File: src/rtl/reg_dump_sequencer.sv
// reg_dump_sequencer: after program end, sweeps the register file debug port and streams each value over valid/ready with a rotating-XOR checksum
module reg_dump_sequencer #(
  parameter int ADDR_W    = 16,
  parameter int FIRST_REG = 1,
  parameter int LAST_REG  = 31,
  parameter int SETTLE    = 1
) (
  input  logic              Clock,
  input  logic              nReset,
  input  logic              Enable,
  input  logic [ADDR_W-1:0] InstrAddr,
  input  logic [ADDR_W-1:0] InstrCount,
  output logic [4:0]        RegAddr,
  input  logic [31:0]       RegData,
  output logic              DumpValid,
  input  logic              DumpReady,
  output logic [4:0]        DumpIdx,
  output logic [31:0]       DumpData,
  output logic [31:0]       Checksum,
  output logic              Busy,
  output logic              Halted,
  output logic              Done
);
  typedef enum logic [2:0] {IDLE, ARMED, DRIVE, OUT, DONE} state_t;
  localparam int CW = $clog2(SETTLE + 1) + 1;
  localparam logic [4:0] FIRST = 5'(FIRST_REG);
  localparam logic [4:0] LAST = 5'(LAST_REG);
  localparam logic [CW-1:0] SET = CW'(SETTLE);
  state_t state;
  logic [CW-1:0] cnt;
  assign Busy = (state == ARMED) || (state == DRIVE) || (state == OUT);
  assign Done = state == DONE;
  always_ff @(posedge Clock or negedge nReset)
    if (!nReset) begin
      state     <= IDLE;
      cnt       <= '0;
      RegAddr   <= '0;
      DumpValid <= 1'b0;
      DumpIdx   <= '0;
      DumpData  <= '0;
      Checksum  <= '0;
      Halted    <= 1'b0;
    end else if (state != IDLE && !Enable) begin
      state     <= IDLE;
      DumpValid <= 1'b0;
    end else
      case (state)
        IDLE:
          if (Enable) begin
            state    <= ARMED;
            Checksum <= '0;
            Halted   <= 1'b0;
          end
        ARMED:
          if ((InstrAddr >> 2) == InstrCount) begin
            state   <= DRIVE;
            Halted  <= 1'b1;
            RegAddr <= FIRST;
            cnt     <= SET;
          end
        DRIVE: begin
          cnt <= cnt - 1'b1;
          if (cnt == CW'(1)) begin
            state     <= OUT;
            DumpData  <= RegData;
            DumpIdx   <= RegAddr;
            DumpValid <= 1'b1;
          end
        end
        OUT:
          if (DumpReady) begin
            Checksum  <= {Checksum[30:0], Checksum[31]} ^ DumpData;
            DumpValid <= 1'b0;
            if (RegAddr == LAST) state <= DONE;
            else begin
              state   <= DRIVE;
              RegAddr <= RegAddr + 1'b1;
              cnt     <= SET;
            end
          end
        default: state <= IDLE;
      endcase
endmodule
File: config.mk
export PLATFORM = sky130hd
export DESIGN_NAME = reg_dump_sequencer
export DESIGN_NICKNAME = d
export VERILOG_FILES = /design/src/rtl/reg_dump_sequencer.sv
export SDC_FILE = /design/constraint.sdc
export NUM_CORES = 1
export LEC_CHECK = 0
export CORE_MARGIN = 2
export CORE_UTILIZATION = 40
export DETAILED_ROUTE_END_ITERATION = 12
export PLACE_DENSITY = 0.77
export SYNTH_ARGS = -nofsm -noshare
export SYNTH_HDL_FRONTEND = slang
export SYNTH_SLANG_ARGS = --single-unit
export TNS_END_PERCENT = 100
File: constraint.sdc
create_clock -name Clock -period 1.8 [get_ports Clock]
set_input_delay 0.36 -clock Clock [delete_from_list [all_inputs] [get_ports Clock]]
set_output_delay 0.36 -clock Clock [all_outputs]
set_load 0.005 [all_outputs]
Word-level counts from Yosys, hierarchy flattened
Cells that the tools add are included.
Widths: inputs -> output; s select.
{"block": "word_totals", "output_inout_bits": 78, "wordCells": 70, "register_bits": 81, "input_bits": 68}
{"block": "classes", "n_eq_ne": 15, "addsub": 2, "reduce_logical": 18, "mux": 25, "bitwise_logic": 2}
{"cell": "$mux 32", "n": 2}
{"cell": "$pmux 32 s2", "n": 1}
{"cell": "$xor 32x32->32", "n": 1}
{"cell": "$mux 3", "n": 6}
{"cell": "$eq 14x16->1", "n": 1}
{"cell": "$mux 5", "n": 3}
{"cell": "$pmux 3 s4", "n": 1}
{"cell": "$reduce_and 4->1", "n": 3}
{"cell": "$pmux 5 s2", "n": 1}
{"cell": "$reduce_and 5->1", "n": 2}
{"cell": "$reduce_bool 3->1", "n": 3}
{"cell": "$eq 3x2->1 const B", "n": 2}
{"cell": "$mux 2", "n": 3}
{"cell": "$ne 2x2->1 const B", "n": 3}
{"cell": "$ne 3x1->1 const B", "n": 2}
{"cell": "$pmux 2 s3", "n": 1}
{"cell": "$reduce_and 3->1", "n": 2}
{"cell": "$reduce_bool 2->1", "n": 3}
{"cell": "$add 5x1->5 const B", "n": 1}
{"cell": "$eq 5x5->1 const B", "n": 1}
{"cell": "$mux 1", "n": 5}
{"cell": "$pmux 1 s2", "n": 2}
{"cell": "$eq 3x1->1 const B", "n": 1}
{"cell": "$eq 3x3->1 const B", "n": 1}
{"cell": "other kinds (10)", "n": 11}

Longest topological paths before layout
Gate-level depths: netlist (run 1).
{"block": "depth", "word_depth": 5, "ltp_mapped": 8, "mapped_depth_nobuf": 8}

Least setup slack after synthesis (run 1)
OpenSTA, ideal clock, no wires.
{"block": "synth_timing", "kind": "flip-flop to flip-flop", "start": "register RegAddr[0]", "end": "register RegAddr[3]", "required_ps": 1718, "slack_ps": -84, "setup_time_ps": 82, "t_arrival_ps": 1802, "stages_incl_launch_ff": 9, "synth_period_minus_slack_ps": 1884, "n_path_buf": 0, "path_cell_list": "dfrtp_1 ha_1 and3_1 ha_1 nand2b_1 nor3_1 nand4_1 xor2_1 a31oi_1"}
{"block": "synth_via", "elab_chain_cells": 4, "word_cells_on_any_way": 7, "classes_between": "1 x add/sub; 2 x eq/ne; 3 x mux; 1 x reduce/logical"}
{"element": "start, declared", "line_no": "13", "text": "output logic [4:0] RegAddr,"}
{"element": "start signal, assigned", "line_no": "77", "text": "RegAddr <= RegAddr + 1'b1;"}
{"element": "$add 5x1->5", "line_no": "77"}
{"element": "$mux 5", "line_no": "74", "text": "if (RegAddr == LAST) state <= DONE;"}
{"element": "$mux 5", "line_no": "71", "text": "if (DumpReady) begin"}
{"element": "$pmux 5 s2", "line_no": "47", "text": "case (state)"}
Several ways; a longest one is shown, not always the timed one. The select of a mux whose other input is x is not followed.
A chain may end at the register's enable or synchronous reset.

Worst setup path after layout (run 1)
{"block": "layout_timing", "start": "input port InstrCount[1]", "end": "register RegAddr[2]"}
{"block": "layout_via", "elab_chain_cells": 3}
{"element": "start, declared", "line_no": "12", "text": "input logic [ADDR_W-1:0] InstrCount,"}
{"element": "$eq 14x16->1", "line_no": "55", "text": "if ((InstrAddr >> 2) == InstrCount) begin"}
{"element": "$ne 2x1->1 (no line)"}
{"element": "$reduce_and 5->1 (no line)"}
No other way between the ends.

==> results of run 1 <==
-- where the power goes --
part / internal, mW / leakage (nW) / switching, mW
clock: 0.681 / 0.0985 / 0.657
sequential: 2.33 / 1.07 / 0.463
combinational: 1.86 / 1.26 / 1.19
total: 4.87 / 2.43 / 2.31
-- per-layer routing --
metal / vias to the layer above / share of wire, %
met5: - / 0
met4: 0 / 1.1
met3: 15 / 6.5
met2: 113 / 52
met1: 1541 / 40
li1: 1492 / -
-- worst max-delay path: stages --
cell and delay (ns):
clkdlybuf4s50_1 0.42, xor2_1 0.16, or3_4 0.33, nor4_4 0.30, and3_1 0.31, a31oi_1 0.13
-- worst max path at each step --
stage,cells past startpoint,endpoint,startpoint,slack (ns)
after floorplan,8,RegAddr[3],RegAddr[1],0.02
after global placement,6,cnt[1],InstrCount[1],-0.28
after detailed placement,6,cnt[1],InstrCount[1],-0.33
after CTS,8,RegAddr[3],RegAddr[1],0.003
after global routing,8,RegAddr[2],RegAddr[1],-0.10
final,6,RegAddr[2],InstrCount[1],-0.02
-- registers in the layout, indices dropped and copies added (netlist names) --
register and count:
Checksum 32, DumpData 32, DumpIdx 5, RegAddr 5, state 3, cnt 2, DumpValid 1, Halted 1
-- synthesized netlist by cell type --
cell type	number
a21oi_1	3
a221oi_1	1
a221oi_2	1
a22o_1	3
a22oi_1	2
a31oi_1	3
a41oi_1	1
and2_1	1
and2b_1	1
and3_1	3
buf_2	13
buf_4	2
buf_6	1
clkbuf_1	2
dfrtp_1	81
ha_1	3
inv_1	4
mux2_1	7
mux2_2	29
mux2i_1	1
nand2_1	44
nand2b_1	3
nand3_1	2
nand3b_1	1
nand4_1	4
nor2_1	9
nor2b_1	2
nor3_1	5
nor4_1	1
nor4_4	1
o21ai_0	11
o21ai_1	1
o221ai_1	1
o22ai_1	1
o31ai_1	32
or2_2	1
or3_1	1
or3_4	1
xnor2_1	36
xor2_1	12
-- per-stage QoR --
stage               hold slack (ns)  cell area [um2]  total power [mW]
detailed placement            0.424             5570              5.83
global placement              0.422             5570              5.75
finish                       0.0136             5860              7.18
global route                 0.0299             5860              7.66
floorplan                    0.0644             3840              4.17
CTS                          0.0359             5810              7.24
-- cells in the final DEF, fill, tap and decap left out, drive strengths merged, types with 2 or more instances in the layout --
master and instances:
xor2 12, xnor2 36, nor3 5, a22o 3
clkbuf 10, nor4 2, nor2 9, o31ai 32
clkdlybuf4s50 138, a31oi 3, dfrtp 81, clkinvlp 2
ha 3, a21oi 3, or3 2, dlymetal6s2s 3
nand4 4, buf 29, mux2 36, nand2b 3
inv 4, o21ai 12, nand2 44, a221oi 2
and3 3, nand3 2, a22oi 2, clkinv 3
nor2b 2
-- repair_timing --
action,CTS,global route
endpoints found under the setup margin,7,9
buffers inserted,3,1
pin swaps,4,2
gates resized for setup,6,8
-- final cells by class --
| class | instances | area [um2] | share of cell area, % |
|---|---|---|---|
| Inverter | 4 | 15.0 | 0.256 |
| Multi-Input combinational cell | 228 | 1750 | 29.8 |
| Tap cell | 129 | 161 | 2.76 |
| Clock buffer | 10 | 138 | 2.35 |
| Clock inverter | 6 | 67.6 | 1.15 |
| Sequential cell | 81 | 2030 | 34.7 |
| Timing Repair Buffer | 171 | 1700 | 29.0 |
-- cell families after synthesis --
family	count (synthesis)	synth area share (%)
AO/OA/AOI/OAI	60	11.1
XOR/XNOR	48	11.0
adder cells (fa/ha/maj)	3	0.983
buffers and inverters	22	2.98
flip-flops	81	53.1
multiplexers	37	10.9
AND/OR/NAND/NOR	80	9.99
==> results.sh, run 1 <==
export IMPL_routabilityCongestion=0.801
export IMPL_top_usage_layer="met2"
export IMPL_clock_latency_ns=0.34
export IMPL_ir_worst_vdd_v=0.000876
export IMPL_status="finished, violations left"
export IMPL_p_leak_nw=2.43
export IMPL_hold_path_class="in -> async"
export IMPL_clkSinkCount=81
export IMPL_boundaryPins=146
export IMPL_first_global_vias=3233
export IMPL_synth_area_leaders="dfrtp_1 (53%), mux2_2 (8.6%), xnor2_1 (8.3%), o31ai_1 (6.3%), nand2_1 (4.3%)"
export IMPL_post_route_cells_drive_above_1_share_pct=17.8
export IMPL_dp_cells=609
export IMPL_rr_worst_depth=8
export IMPL_drt_pass1_iterations=4
export IMPL_rows=35
export IMPL_timing_worst_setup_path_type="in -> reg"
export IMPL_grt_max_degree=82
export IMPL_nets=566
export IMPL_max_freq_ghz=0.550
export IMPL_ctsLongestPathBuffers=2
export IMPL_failed_checks="negative setup slack"
export IMPL_floorplan_die_area_um2=10300
export IMPL_reg2reg_to="RegAddr[2]"
export IMPL_grt_pass1_wl_um=14900
export IMPL_grtUsageMet3_pct=5.04
export IMPL_clk_pin_slew_ns=0.09
export IMPL_gr_usage_met1_pct=22.3
export IMPL_vias=3161
export IMPL_path_max_fanout=5
export IMPL_cts_buffers=9
export IMPL_slew_violations=0
export IMPL_yosys_warnings=0
export IMPL_ys_seq_area_share_pct=53.1
export IMPL_crit_required_ns=2.00
export IMPL_cap_viol_max_count=0
export IMPL_finalClockSkew_ns=0.0119
export IMPL_cp_start_kind="input pin"
export IMPL_htreeDepth=3
export IMPL_synth_area_leader_cell="dfrtp_1"
export IMPL_cts_tree="done"
export IMPL_synth_nets=402
export IMPL_tightest_slew_ns=0.434
export IMPL_fin_util_pct=63.4
export IMPL_ant_nets=0
export IMPL_dp_hpwl_um=6650
export IMPL_synth_top_area_share_pct=53.1
export IMPL_drt_wl_total_um=9330
export IMPL_setup_tns_ns=-0.0172
export IMPL_met2_usage_pct=31.6
export IMPL_cts_hold_buf=0
export IMPL_die_h_um=102
export IMPL_grt_total_usage_pct=18.2
export IMPL_fillers=761
export IMPL_overflow=0
export IMPL_synthDistinctLibCells=40
export IMPL_die_w_um=102
export IMPL_core_um2=9240
export IMPL_rsz0062_at_grt="true"
export IMPL_yosys_register_bits=81
export IMPL_final_hold_viol_count=0
export IMPL_synthCells=331
export IMPL_syn_avg_cell_area_um2=11.5
export IMPL_synth_area_um2=3820
export IMPL_dp_slack_ns=-0.333
export IMPL_routedWlPerCell_um=14.8
export IMPL_layoutNonFillerInstCount=629
export IMPL_layout_min_cycle_time_ns=1.82
export IMPL_power_density_nw_per_um2=1230
export IMPL_start_util_pct=41.3
export IMPL_crit_arrival_ns=2.01
export IMPL_worstSetupEndpointType="flip-flop"
export IMPL_areaGrowthSynthToFinish_pct=53.4
export IMPL_ff2ff_setup_slack_ns=-0.01
export IMPL_max_slew_margin_pct=71.1
export IMPL_antenna_found_initial=0
export IMPL_drtIter0Drc=120
export IMPL_min_period_over_period_pct=101
export IMPL_setup_violations_final=1
export IMPL_antenna_cells=0
export IMPL_clockRootBuffer="clkbuf_8"
export IMPL_reg2reg_from="RegAddr[1]"
export IMPL_fin_ws_ns=-0.0172
export IMPL_port_buffers=143
export IMPL_via_per_inst=5.03
export IMPL_drc=0
(Power assumes the default switching activity.)
==> run 2: changes to the inputs <==
Settings changed: CORE_UTILIZATION 40 to 44, PLACE_DENSITY 0.77 to 0.8, SLEW_MARGIN set to 20.
Clock period 1.8 ns to 1.9 ns, I/O delays scaled along.
==> run 2 against run 1 <==
The flow now finishes without violations. Clock power barely moved. Critical path depth shrank 3. Sequential power shrank 6%. Power is 5.4% lower. Sequential share of layout area is 0.47 points higher. Via count decreased by 3.7%. Global-route usage grew 2.0 points. Non-clock buffer count fell by 4. Critical path type is now reg -> out.
==> results.sh, run 2 (same netlist as run 1, synthesis figures left out) <==
export IMPL_die_h_um=97.2
export IMPL_min_period_over_period_pct=96.7
export IMPL_cap_viol_max_count=0
export IMPL_worst_path_most_repeated_cell="buf_4"
export IMPL_slowest_stage="clkdlybuf4s50_1"
export IMPL_vias=3044
export IMPL_drtIter0Drc=104
export IMPL_nets=562
export IMPL_power_mw=6.79
export IMPL_ir_worst_vdd_v=0.000676
export IMPL_cts_tree="done"
export IMPL_floorplan_die_area_um2=9440
export IMPL_ctsLongestPathBuffers=2
export IMPL_drt_pass1_iterations=4
export IMPL_tightest_slew_ns=0.445
export IMPL_clk_pin_slew_ns=0.09
export IMPL_setup_tns_ns=0
export IMPL_cp_start_kind="flip-flop"
export IMPL_seq_area_um2=2030
export IMPL_antenna_cells=0
export IMPL_post_route_cells_drive_above_1_share_pct=16.9
export IMPL_via_per_inst=5.06
export IMPL_overflow=0
export IMPL_finalHoldWorstSlack_ns=0.478
export IMPL_antenna_found_initial=0
export IMPL_max_freq_ghz=0.544
export IMPL_clockRootBuffer="clkbuf_8"
export IMPL_mostFrequentLayoutCell="clkdlybuf4s50_1"
export IMPL_port_buffers=143
export IMPL_grt_total_usage_pct=20.2
export IMPL_slowest_delay_ns=0.45
export IMPL_status="finished clean"
export IMPL_crit_arrival_ns=1.46
export IMPL_timing_worst_setup_path_type="reg -> out"
export IMPL_crit_required_ns=1.52
export IMPL_routabilityCongestion=0.888
export IMPL_slew_violations=0
export IMPL_clock_latency_ns=0.35
export IMPL_max_slew_margin_pct=70.4
export IMPL_cp_num_buf_inv=3
export IMPL_most_common_layout_cells="clkdlybuf4s50_1 (141), dfrtp_1 (80), nand2_1 (44)"
export IMPL_reg_largest_list="Checksum: 32 flops, DumpData: 32 flops"
export IMPL_worstSetupEndpointType="primary output"
export IMPL_crit_family="buffers and inverters"
export IMPL_rows=33
export IMPL_die_w_um=97.2
export IMPL_drt_wl_total_um=9230
export IMPL_dp_hpwl_um=6740
export IMPL_dp_cells=582
export IMPL_path_max_fanout=5
export IMPL_routedWlPerCell_um=15.4
export IMPL_crit_chain="buf_4, buf_4, clkdlybuf4s50_1"
export IMPL_hold_path_class="in -> async"
export IMPL_final_hold_viol_count=0
export IMPL_setup_violations_final=0
export IMPL_start_util_pct=46.0
export IMPL_core_um2=8300
export IMPL_p_leak_nw=2.41
export IMPL_power_density_nw_per_um2=1180
export IMPL_cts_buffers=9
export IMPL_clkSinkCount=81
export IMPL_fillers=595
export IMPL_layout_min_cycle_time_ns=1.84
export IMPL_ant_nets=0
export IMPL_htreeDepth=3
export IMPL_grt_pass1_wl_um=15500
export IMPL_finalClockSkew_ns=0.0107
export IMPL_multi_input_area_um2=1740
export IMPL_areaGrowthSynthToFinish_pct=51.2
export IMPL_layoutNonFillerInstCount=601
export IMPL_first_global_vias=3178
export IMPL_grt_max_degree=51
export IMPL_drc=0
export IMPL_rsz0062_at_grt="false"
export IMPL_boundaryPins=146
[run 2: cell count changes in the layout (fill, tap and decap cells not counted), moves of 2 or more]
cell and change:
o21ai_1 +3, nor2_2 +2, o21ai_0 -3, buf_4 -3, clkdlybuf4s50_1 +3, dlymetal6s2s_1 -3
[run 2: what timing repair did]
item | CTS | global route
setup buffers | 3 | 0
gates cloned | 0 | 0
hold buffers | 1 | 0
endpoints found under the hold margin | 24 | 0
resized for setup | 7 | 10
setup endpoints to repair | 7 | 8
pin swaps | 2 | 3
[run 2: final timing paths]
kind	cells past startpoint	end	start	slack (ns)
setup / recovery	3	RegAddr[0]	RegAddr[0]	0.06
min in group Clock	1	DumpIdx[4]	DumpIdx[4]	0.51
hold reg to reg	1	DumpIdx[4]	DumpIdx[4]	0.51
hold / removal	2	DumpData[10]	nReset	0.48
max in group asynchronous	3	state[2]	nReset	0.86
setup reg to reg	8	RegAddr[4]	RegAddr[0]	0.10
[run 2: layer usage]
| layer | up-vias | GRT usage (%) | share of wire [%] |
|---|---|---|---|
| li1 | 1491 | - | - |
| met1 | 1413 | 25.1 | 42 |
| met2 | 131 | 34.6 | 49 |
| met3 | 9 | 6.55 | 8.1 |
| met4 | 0 | 4.12 | 1.1 |
| met5 | - | 0 | 0 |
[run 2: stage by stage]
| stage | area [um2] | util, % | setup WS, ns |
|---|---|---|---|
| 2_1_floorplan | 3820 | - | 0.0158 |
| 3_3_place_gp | 5490 | 66.1 | -0.215 |
| 3_5_place_dp | 5490 | 66.1 | -0.256 |
| 4_1_cts | 5750 | 69.3 | 0.0350 |
| 5_1_grt | 5780 | 69.6 | 0.000427 |
| 6_report | 5780 | 69.6 | 0.0625 |
[run 2: cell type report]
cell class                 count  area share, %
clock buffer                  11           2.62
clock inverter                 5           1.08
inverter                       4          0.260
multi-input combinational    228           30.1
sequential                    81           35.1
tap                          105           2.27
timing repair buffer         167           28.5
[run 2: power breakdown]
group	total, mW	internal (mW)	switching, mW	leakage (nW)
clock network	1.32	0.686	0.633	0.102
logic	2.83	1.72	1.11	1.24
registers	2.64	2.21	0.433	1.07
